### config.mk
export PLATFORM = sky130hd
export DESIGN_NAME = basic_ops
export DESIGN_NICKNAME = d
export VERILOG_FILES = /design/src/rtl/basic_ops.sv
export SDC_FILE = /design/constraint.sdc
export NUM_CORES = 1
export LEC_CHECK = 0
export ABC_AREA = 0
export CAP_MARGIN = 20
export CORE_MARGIN = 1
export CORE_UTILIZATION = 47
export DETAILED_ROUTE_END_ITERATION = 10
export GPL_TIMING_DRIVEN = 0
export PLACE_DENSITY = 0.89
export SYNTH_ARGS = -nofsm -noshare
export SYNTH_HDL_FRONTEND = slang
export SYNTH_SLANG_ARGS = --single-unit
### constraint.sdc
create_clock -name clk -period 4.4 [get_ports clk]
set_clock_uncertainty 0.15 [all_clocks]
set_input_delay 0.88 -clock clk [delete_from_list [all_inputs] [get_ports clk]]
set_output_delay 0.88 -clock clk [all_outputs]
set_load 0.01 [all_outputs]
### src/rtl/basic_ops.sv
// Reference gate primitive: combinational buffer/inverter, a registered bank
// of the six two-input Boolean operators and a saturating input-activity counter.
module basic_ops #(
  parameter int CNT_W = 8
) (
  input  logic             clk,
  input  logic             rst,
  input  logic             a,
  input  logic             b,
  output logic             buf_a,
  output logic             not_b,
  output logic [5:0]       ops_q,
  output logic             a_q,
  output logic             b_q,
  output logic [CNT_W-1:0] act_cnt
);

  localparam logic [CNT_W-1:0] CNT_MAX = {CNT_W{1'b1}};

  logic       activity;
  logic       cnt_sat;
  logic [5:0] ops_d;

  assign buf_a = a;
  assign not_b = ~b;

  // Bit order: AND, OR, XOR, NAND, NOR, XNOR (msb to lsb)
  assign ops_d = {a & b, a | b, a ^ b, ~(a & b), ~(a | b), ~(a ^ b)};

  assign activity = (a != a_q) || (b != b_q);
  assign cnt_sat  = (act_cnt == CNT_MAX);

  // Reset clears ops_q to all zeros on purpose, not to the 00-input operator values.
  always_ff @(posedge clk or posedge rst) begin
    if (rst) begin
      ops_q   <= 6'b000000;
      a_q     <= 1'b0;
      b_q     <= 1'b0;
      act_cnt <= '0;
    end else begin
      ops_q <= ops_d;
      a_q   <= a;
      b_q   <= b;
      if (activity && !cnt_sat) begin
        act_cnt <= act_cnt + 1'b1;
      end
    end
  end

endmodule

---- Word-level counts from Yosys, hierarchy flattened ----
Index checks and enable logic that the tools add are counted.
storage, ports and cells
  register bits ........................... 16
  logic and storage cells ................. 18
operators by class
  bitwise logic cells ..................... 7
  reduce and logical (&&, ||, !) cells .... 3
  equal/unequal tests ..................... 3
  add/sub/neg operators ................... 1
operators with widths
  kind                   number
  $add A8 B1 Y8 const B  1
  $eq A8 B8 Y1 const B   1
  $not A1 Y1             4
  $ne A1 B1 Y1           2
  $and A1 B1 Y1          1
  $logic_and A1 B1 Y1    1
  $logic_not A1 Y1       1
  $logic_or A1 B1 Y1     1
  $or A1 B1 Y1           1
  $xor A1 B1 Y1          1

---- Longest topological paths before layout ----
Gate-level depths: netlist of run 1.
  depth in word-level cells ............... 3
  gate-level depth with buffers ........... 4
  depth with buffers taken out ............ 4

---- Worst setup path after synthesis of run 1 ----
Ideal clock, no wire load.
  path kind ............................... input to register
  from .................................... input port b
  to ...................................... register act_cnt[6]
  required time ........................... 4122 ps
  setup time .............................. 128 ps
  stages .................................. 4
  path slack .............................. 2363 ps
  arrival time ............................ 1760 ps
  path through ............................ xor2_1 -> nor2_2 -> nor4b_2 -> mux2_1
between the ends
  cells in the longest elaborated chain, start to end .. 3
RTL lines
  element                 line  text
  start: declaration      9     input logic b,
  $ne A1 B1 Y1            30    assign activity = (a != a_q) || (b != b_q);
  $logic_or A1 B1 Y1      30
  $logic_and A1 B1 Y1     44    if (activity && !cnt_sat) begin
  end signal: assignment  45    act_cnt <= act_cnt + 1'b1;
  end: declaration        15    output logic [CNT_W-1:0] act_cnt
Every way passes these cells.
A chain may end at the register's enable or synchronous reset.

---- Worst setup path after layout of run 1 ----
  from .................................... input port a
  to ...................................... output port buf_a
RTL lines
  element             line  text
  start: declaration  8     input logic a,
  end: declaration    10    output logic buf_a,
No word-level cell between the ends.

==> key figures, run 1 <==
Layout
  • Share of final-layout standard cells stronger than drive strength 1: between 10% and 20%
  • Layout filler cell count: 93
  • Final cell count without fillers: between 90 and 100
  • Final Net Count: 89
  • End-of-flow core utilization: 72.1%
  • Total inserted antenna cells: 0
  • Synth-to-layout area growth: 38.1%

CTS
  • Number of gates given a new drive strength after cts: 0
  • Largest buffer count on any clock path: 2
  • Post-CTS clock slew at the launch and capture registers of the worst setup and hold paths: approximately 0.090 ns
  • Number of buffers added by the clock tree synthesis step: 3
  • Post-CTS setup buffers: 0
  • CTS tree: built
  • Number of clock sinks: 16
  • Clock root cell: sky130_fd_sc_hd__clkbuf_4
  • Cts-stage hold buffer count: 0
  • Clock latency reported for the late side of the worst-skew pair: approximately 0.28 ns
  • CTS HTree Levels: 1

Worst setup path
  • Critical path's slowest cell: sky130_fd_sc_hd__clkdlybuf4s50_1
  • Cell mode on critical path: sky130_fd_sc_hd__clkdlybuf4s50_1
  • CP max stage delay: 0.56 ns
  • Startpoint Class: input pin
  • Largest fanout on the critical path: 5
  • Chain of cells forming the critical path: clkdlybuf4s50_1 -> buf_4 -> clkdlybuf4s50_1
  • Category of the most critical setup path: input pin to output pin
  • Worst Setup End Kind: output pin
  • Critical path required time: approximately 3.4 ns
  • Arrival time of data at the critical path endpoint: 2.10 ns

Timing
  • Unrepaired setup endpoints after global routing: no
  • Slew at the pin closest to its max-slew limit: 0.588 ns
  • Endpoints failing setup: 0
  • Final worst-path cycle share: 71.2%
  • Shortest period the worst path allows: between 3 and 4 ns
  • Final number of max-transition violations: 0
  • Relative slew slack: around 61%
  • Highest Clock Rate: 319 MHz
  • Minimum hold slack: 0.371 ns
  • Hold Violations, Final: 0
  • Total negative slack: 0 ns

Pwr
  • Maximum vdd drop: 0.000298 V
  • Portion of total power attributed to the clock network: 17.1%
  • Seq pwr share: 43.8%
  • Switching part of the total power: 33.3%
  • Net Sw Power: 0.000183 W
  • Total leakage power: 0.432 nW
  • Power, Total: roughly 0.00055 W
  • Total internal power: 0.000367 W
  • Combinational power share: about 39%
  • Power per cell area: 572 nW/um2

Floorplanning
  • Starting Density: between 50% and 60%
  • Core footprint: approximately 1300 um2
  • Die Wd: 40.5 um
  • Ports placed on the boundary: 22
  • Floorplan die height: 40.5 um
  • Row Count: 13
  • Die ar.: 1640 um2

Synth
  • Post-Syn Nets: 63
  • Share of async-settable or async-resettable flops after synthesis: 100%
  • Synthesis warning total: 0
  • EDFF count, synth: 0
  • Combined area of all synthesized cells: 697 um2
  • Count of cell types in the netlist: 21
  • Top_reg_cell synth: sky130_fd_sc_hd__dfrtp_1
  • Post-synthesis sequential area ratio: 57.5%
  • Number of synthesized register bits: 16
  • Synth area leader: sky130_fd_sc_hd__dfrtp_1
  • Mean area per synthesized cell: 12.4 um2
  • Most common library cells after synthesis: 16 x sky130_fd_sc_hd__dfrtp_1, 7 x sky130_fd_sc_hd__inv_1, 4 x sky130_fd_sc_hd__nand2_1, 4 x sky130_fd_sc_hd__xor2_1
  • Gate Count Post-Synth: 56
  • Proportion of netlist area held by the largest area contributor: 57.5%
  • Most repeated cell in the gate-level netlist after synthesis: sky130_fd_sc_hd__dfrtp_1
  • Main area contributors after synthesis: sky130_fd_sc_hd__dfrtp_1 57%, sky130_fd_sc_hd__ha_1 5.4%, sky130_fd_sc_hd__xor2_1 5.0%, sky130_fd_sc_hd__mux2_1 4.8%, sky130_fd_sc_hd__inv_1 3.8%

Routing
  • Detailed-route via count: 504
  • Count of nets left with antenna violations after detail routing: 0
  • Total wirelength of the detailed-routed design: 1.22 mm
  • Number of iterations in the first detailed-routing pass: 3
  • Average via count per standard cell: 5.25
  • Average detailed-routed wire length per instance: 12.7 um
  • Count of unresolved DRC violations after routing: 0
  • Iteration-0 DRC Markers: 4

Run
  • Number of maximum-capacitance constraint violations: 0

Global route
  • Initial antenna violation count: 0
  • Global route total overflow: 0
  • Overall track demand over capacity in global routing: between 10% and 20%
  • Vias in the first global route: between 400 and 500
  • First-pass GRT wire length: 1.89 mm
  • Largest net degree at the start of global routing: 17

Place
  • DP HPWL: 886 um
  • Final estimated routing congestion in global placement: 0.692
  • Number of input and output port buffers inserted: 21
  • Post-placement cell count: 92

Worst hold path
  • Worst hold path class: register to register

Outcome
  • Run status: complete, no violations
==> power groups by stage <==
| stage | logic (W) | registers [W] | clock network, W |
|---|---|---|---|
| after floorplan | 0.0000939 | 0.000254 | 0 |
| after global placement | 0.000210 | 0.000240 | 0 |
| after detailed placement | 0.000215 | 0.000244 | 0 |
| after CTS | 0.000218 | 0.000241 | 0.0000979 |
| after global routing | 0.000239 | 0.000250 | 0.000104 |
| final | 0.000215 | 0.000241 | 0.0000939 |
==> sequential cells by signal, indices dropped and copies added, names as in the netlist <==
| register | cells |
|---|---|
| a_q | 1 |
| act_cnt | 8 |
| ops_q | 6 |
| b_q | 1 |
==> logic make-up (layout without fill, tap and decap cells) <==
family,after synthesis,after routing,synth area share (%)
DFF,16,16,57.5
AOI/OAI and AO/OA,4,4,3.59
muxes,4,4,7.00
and+or+nand+nor,16,16,15.4
xor gates and xnor gates,5,5,6.28
buffers and inverters,8,33,4.85
adders and majority gates,3,3,5.39
==> worst max-delay path, delay by kind of cell <==
family	cells	cell delay, ns
buffers and inverters	3	1.23
==> layer usage <==
metal / routed length [um] / GRT usage (%) / vias up
met4: 7 / 10.0 / 0
li1: - / - / 237
met5: 0 / 0 / -
met2: 622 / 30.2 / 15
met1: 529 / 20.3 / 250
met3: 60 / 6.11 / 2
==> cells in the final DEF (no fill, tap or decap), drive strengths merged <==
cell type      netlist  final
a211oi               2      2
a21oi                1      1
and4                 2      2
buf                  1      1
clkbuf               0      4
clkdlybuf4s50        0     21
dfrtp               16     16
ha                   3      3
inv                  7      7
mux2                 4      4
nand2                4      4
nand2b               1      1
nand3                2      2
nand4                1      1
nor2                 1      1
nor3                 2      2
nor3b                1      1
nor4b                1      1
o21ai                1      1
or2                  1      1
xnor2                1      1
xor2                 4      4
==> cell type report <==
type	count	area (um2)	share of cell area [%]
multi-input cells	32	263	27.3
well taps	15	18.8	1.95
repair buffers	21	210	21.8
plain buffers	1	7.51	0.780
inverters	7	26.3	2.73
flip-flops and latches	16	400	41.6
clock buffers	4	36.3	3.77
==> per-stage QoR <==
stage / worst slack (ns) / instance area [um2]
after CTS: 1.25 / 962
after global placement: 1.28 / 926
after detailed placement: 1.26 / 926
after floorplan: 2.36 / 697
final: 1.27 / 962
after global routing: 1.22 / 962
==> final timing paths <==
path                                  from         end  slack (ns)  cells after the start
worst max-delay path                     a       buf_a        1.27                      3
worst min-delay path            act_cnt[4]  act_cnt[4]        0.37                      1
worst max register to register  act_cnt[0]  act_cnt[1]        2.70                      4
worst min register to register  act_cnt[4]  act_cnt[4]        0.37                      1
max in group asynchronous              rst  act_cnt[7]        2.91                      2
min in group asynchronous              rst    ops_q[4]        0.80                      2
Power figures use the tool's default switching activity.
==> inputs of run 2 (changes only) <==
- CORE_UTILIZATION: 47 -> 43
- PLACE_DENSITY: 0.89 -> 0.83
- clock period: 4.4 -> 3.25 ns (I/O delays scaled with it)
==> run 2 against run 1 <==
Compared with the run above:
- critical path depth unchanged
- power up 35%
- critical path type unchanged
- largest cell class unchanged
- worst hold slack better by 0.0078 ns
==> key figures, run 2 (synthesized netlist as in run 1, its figures left out) <==
Timing
  • Hold Violations, Final: 0
  • Highest Clock Rate: 374 MHz
  • Final number of max-transition violations: 0
  • Relative slew slack: 61.0%
  • Unrepaired setup endpoints after global routing: no
  • Total negative slack: 0 ns
  • Endpoints failing setup: 0
  • Minimum setup slack in the final design: 0.579 ns
  • Shortest period the worst path allows: 2.67 ns
  • Final worst-path cycle share: 82.2%
  • Slew at the pin closest to its max-slew limit: 0.584 ns

Pwr
  • Maximum vdd drop: ~0.00046 V
  • Power per cell area: roughly 770 nW/um2
  • Total leakage power: 0.432 nW

CTS
  • Clock latency reported for the late side of the worst-skew pair: 0.28 ns
  • Clock root cell: sky130_fd_sc_hd__clkbuf_4
  • CTS tree: built
  • Number of clock sinks: 16
  • Largest buffer count on any clock path: 2
  • Post-CTS setup buffers: 0
  • Number of buffers added by the clock tree synthesis step: 3
  • Post-CTS clock slew at the launch and capture registers of the worst setup and hold paths: 0.09 ns
  • CTS HTree Levels: 1
  • Cts-stage hold buffer count: 0
  • Number of gates given a new drive strength after cts: 0

Layout
  • Layout filler cell count: 123
  • Max reg flops: 8
  • Synth-to-layout area growth: 38.2%
  • Top flop regs: act_cnt x8, ops_q x6
  • Most used cells in the layout excluding fill and tap cells: 21 x sky130_fd_sc_hd__clkdlybuf4s50_1, 16 x sky130_fd_sc_hd__dfrtp_1, 7 x sky130_fd_sc_hd__inv_1
  • Register with the highest flop count: act_cnt
  • Final Net Count: 89
  • Final cell count without fillers: 97
  • Post-route cell area: 963 um2
  • Total inserted antenna cells: 0
  • Most common cell after layout, fill and taps aside: sky130_fd_sc_hd__clkdlybuf4s50_1
  • Share of final-layout standard cells stronger than drive strength 1: 13.6%
  • End-of-flow core utilization: 64.0%

Global route
  • Vias in the first global route: 520
  • Overall track demand over capacity in global routing: 16.3%
  • Initial antenna violation count: 0
  • Global route total overflow: 0
  • Largest net degree at the start of global routing: 17
  • First-pass GRT wire length: 2.15 mm

Worst setup path
  • Largest fanout on the critical path: 5
  • Critical path required time: ~2.5 ns
  • Register-to-register setup slack: ~1.5 ns
  • Arrival time of data at the critical path endpoint: about 1.9 ns
  • Chain of cells forming the critical path: clkdlybuf4s50_1 -> buf_4 -> clkdlybuf4s50_1
  • Worst Setup End Kind: output pin
  • CP max stage delay: 0.55 ns
  • Critical path's slowest cell: sky130_fd_sc_hd__clkdlybuf4s50_1
  • Startpoint Class: input pin
  • Cell mode on critical path: sky130_fd_sc_hd__clkdlybuf4s50_1
  • Category of the most critical setup path: input pin to output pin

Floorplanning
  • Ports placed on the boundary: 22
  • Floorplan die height: 42.3 um
  • Die Wd: approximately 42 um
  • Starting Density: a little under half
  • Core footprint: 1510 um2
  • Row Count: 14
  • Die ar.: roughly 1800 um2

Place
  • DP HPWL: about 930 um
  • Worst slack at placement: 0.575 ns
  • Post-placement cell count: 93
  • Number of input and output port buffers inserted: 21
  • Final estimated routing congestion in global placement: a little under 0.7
  • Placed cell area: 927 um2

Routing
  • Detailed-route via count: 501
  • Iteration-0 DRC Markers: 7
  • Total wirelength of the detailed-routed design: 1.21 mm
  • Count of nets left with antenna violations after detail routing: 0
  • Average detailed-routed wire length per instance: 12.4 um
  • Number of iterations in the first detailed-routing pass: 4
  • Average via count per standard cell: 5.16
  • Count of unresolved DRC violations after routing: 0

Run
  • Number of maximum-capacitance constraint violations: 0

Worst hold path
  • Worst hold path class: register to register

Outcome
  • Run status: complete, no violations
run 2: cell counts in the layout (fill, tap and decap cells not counted):
Identical to the previous run, type by type.
run 2: per-layer routing:
layer  track usage [%]  share of wire [%]  vias up
li1                  -                  -      239
met1              18.3                 39      241
met2              27.4                 51       17
met3              6.03                7.5        4
met4              7.50                2.3        0
met5                 0                  0        -
run 2: power by group:
part           internal (W)  switching, W  total [W]
Combinational      0.000172      0.000117   0.000289
Sequential         0.000256     0.0000688   0.000325
Clock             0.0000682     0.0000608   0.000129
Total              0.000496      0.000247   0.000742
run 2: worst paths after layout:
path,startpoint,end,depth (start not counted)
setup / recovery,a,buf_a,3
hold / removal,act_cnt[4],act_cnt[4],1
setup reg to reg,act_cnt[0],act_cnt[6],4
hold reg to reg,act_cnt[4],act_cnt[4],1
max in group asynchronous,rst,act_cnt[5],2
min in group asynchronous,rst,act_cnt[1],2
run 2: worst max-delay path, delay by kind of cell:
| kind | cells | cell delay [ns] |
|---|---|---|
| buffers and inverters | 3 | 1.22 |
run 2: metrics by stage:
stage	hold slack, ns	total power (W)
4_1_cts	0.381	0.000748
5_1_grt	0.417	0.000796
3_5_place_dp	0.362	0.000620
6_report	0.379	0.000742
3_3_place_gp	0.363	0.000611
2_1_floorplan	0.390	0.000471
run 2: area by class of cell:
class | count | area, um2 | area share [%]
timing repair buffer | 21 | 210 | 21.8
sequential | 16 | 400 | 41.6
clock buffer | 4 | 36.3 | 3.77
multi-input combinational | 32 | 263 | 27.3
buffer | 1 | 7.51 | 0.779
inverter | 7 | 26.3 | 2.73
tap | 16 | 20.0 | 2.08
==> inputs of run 3 (changes only) <==
- clock period: 3.25 -> 2.8 ns (I/O delays scaled with it)
==> results of run 3 <==
Same layout as run 2 (identical final DEF). Status: complete, no violations.
Main changes from that run: setup slack after placement 0.575 ns -> 0.305 ns; setup slack after layout 0.579 ns -> 0.309 ns; register-to-register setup slack 1.54 ns -> 1.09 ns; total power 0.000742 W -> 0.000862 W; worst IR drop on VDD 0.000463 V -> 0.000538 V
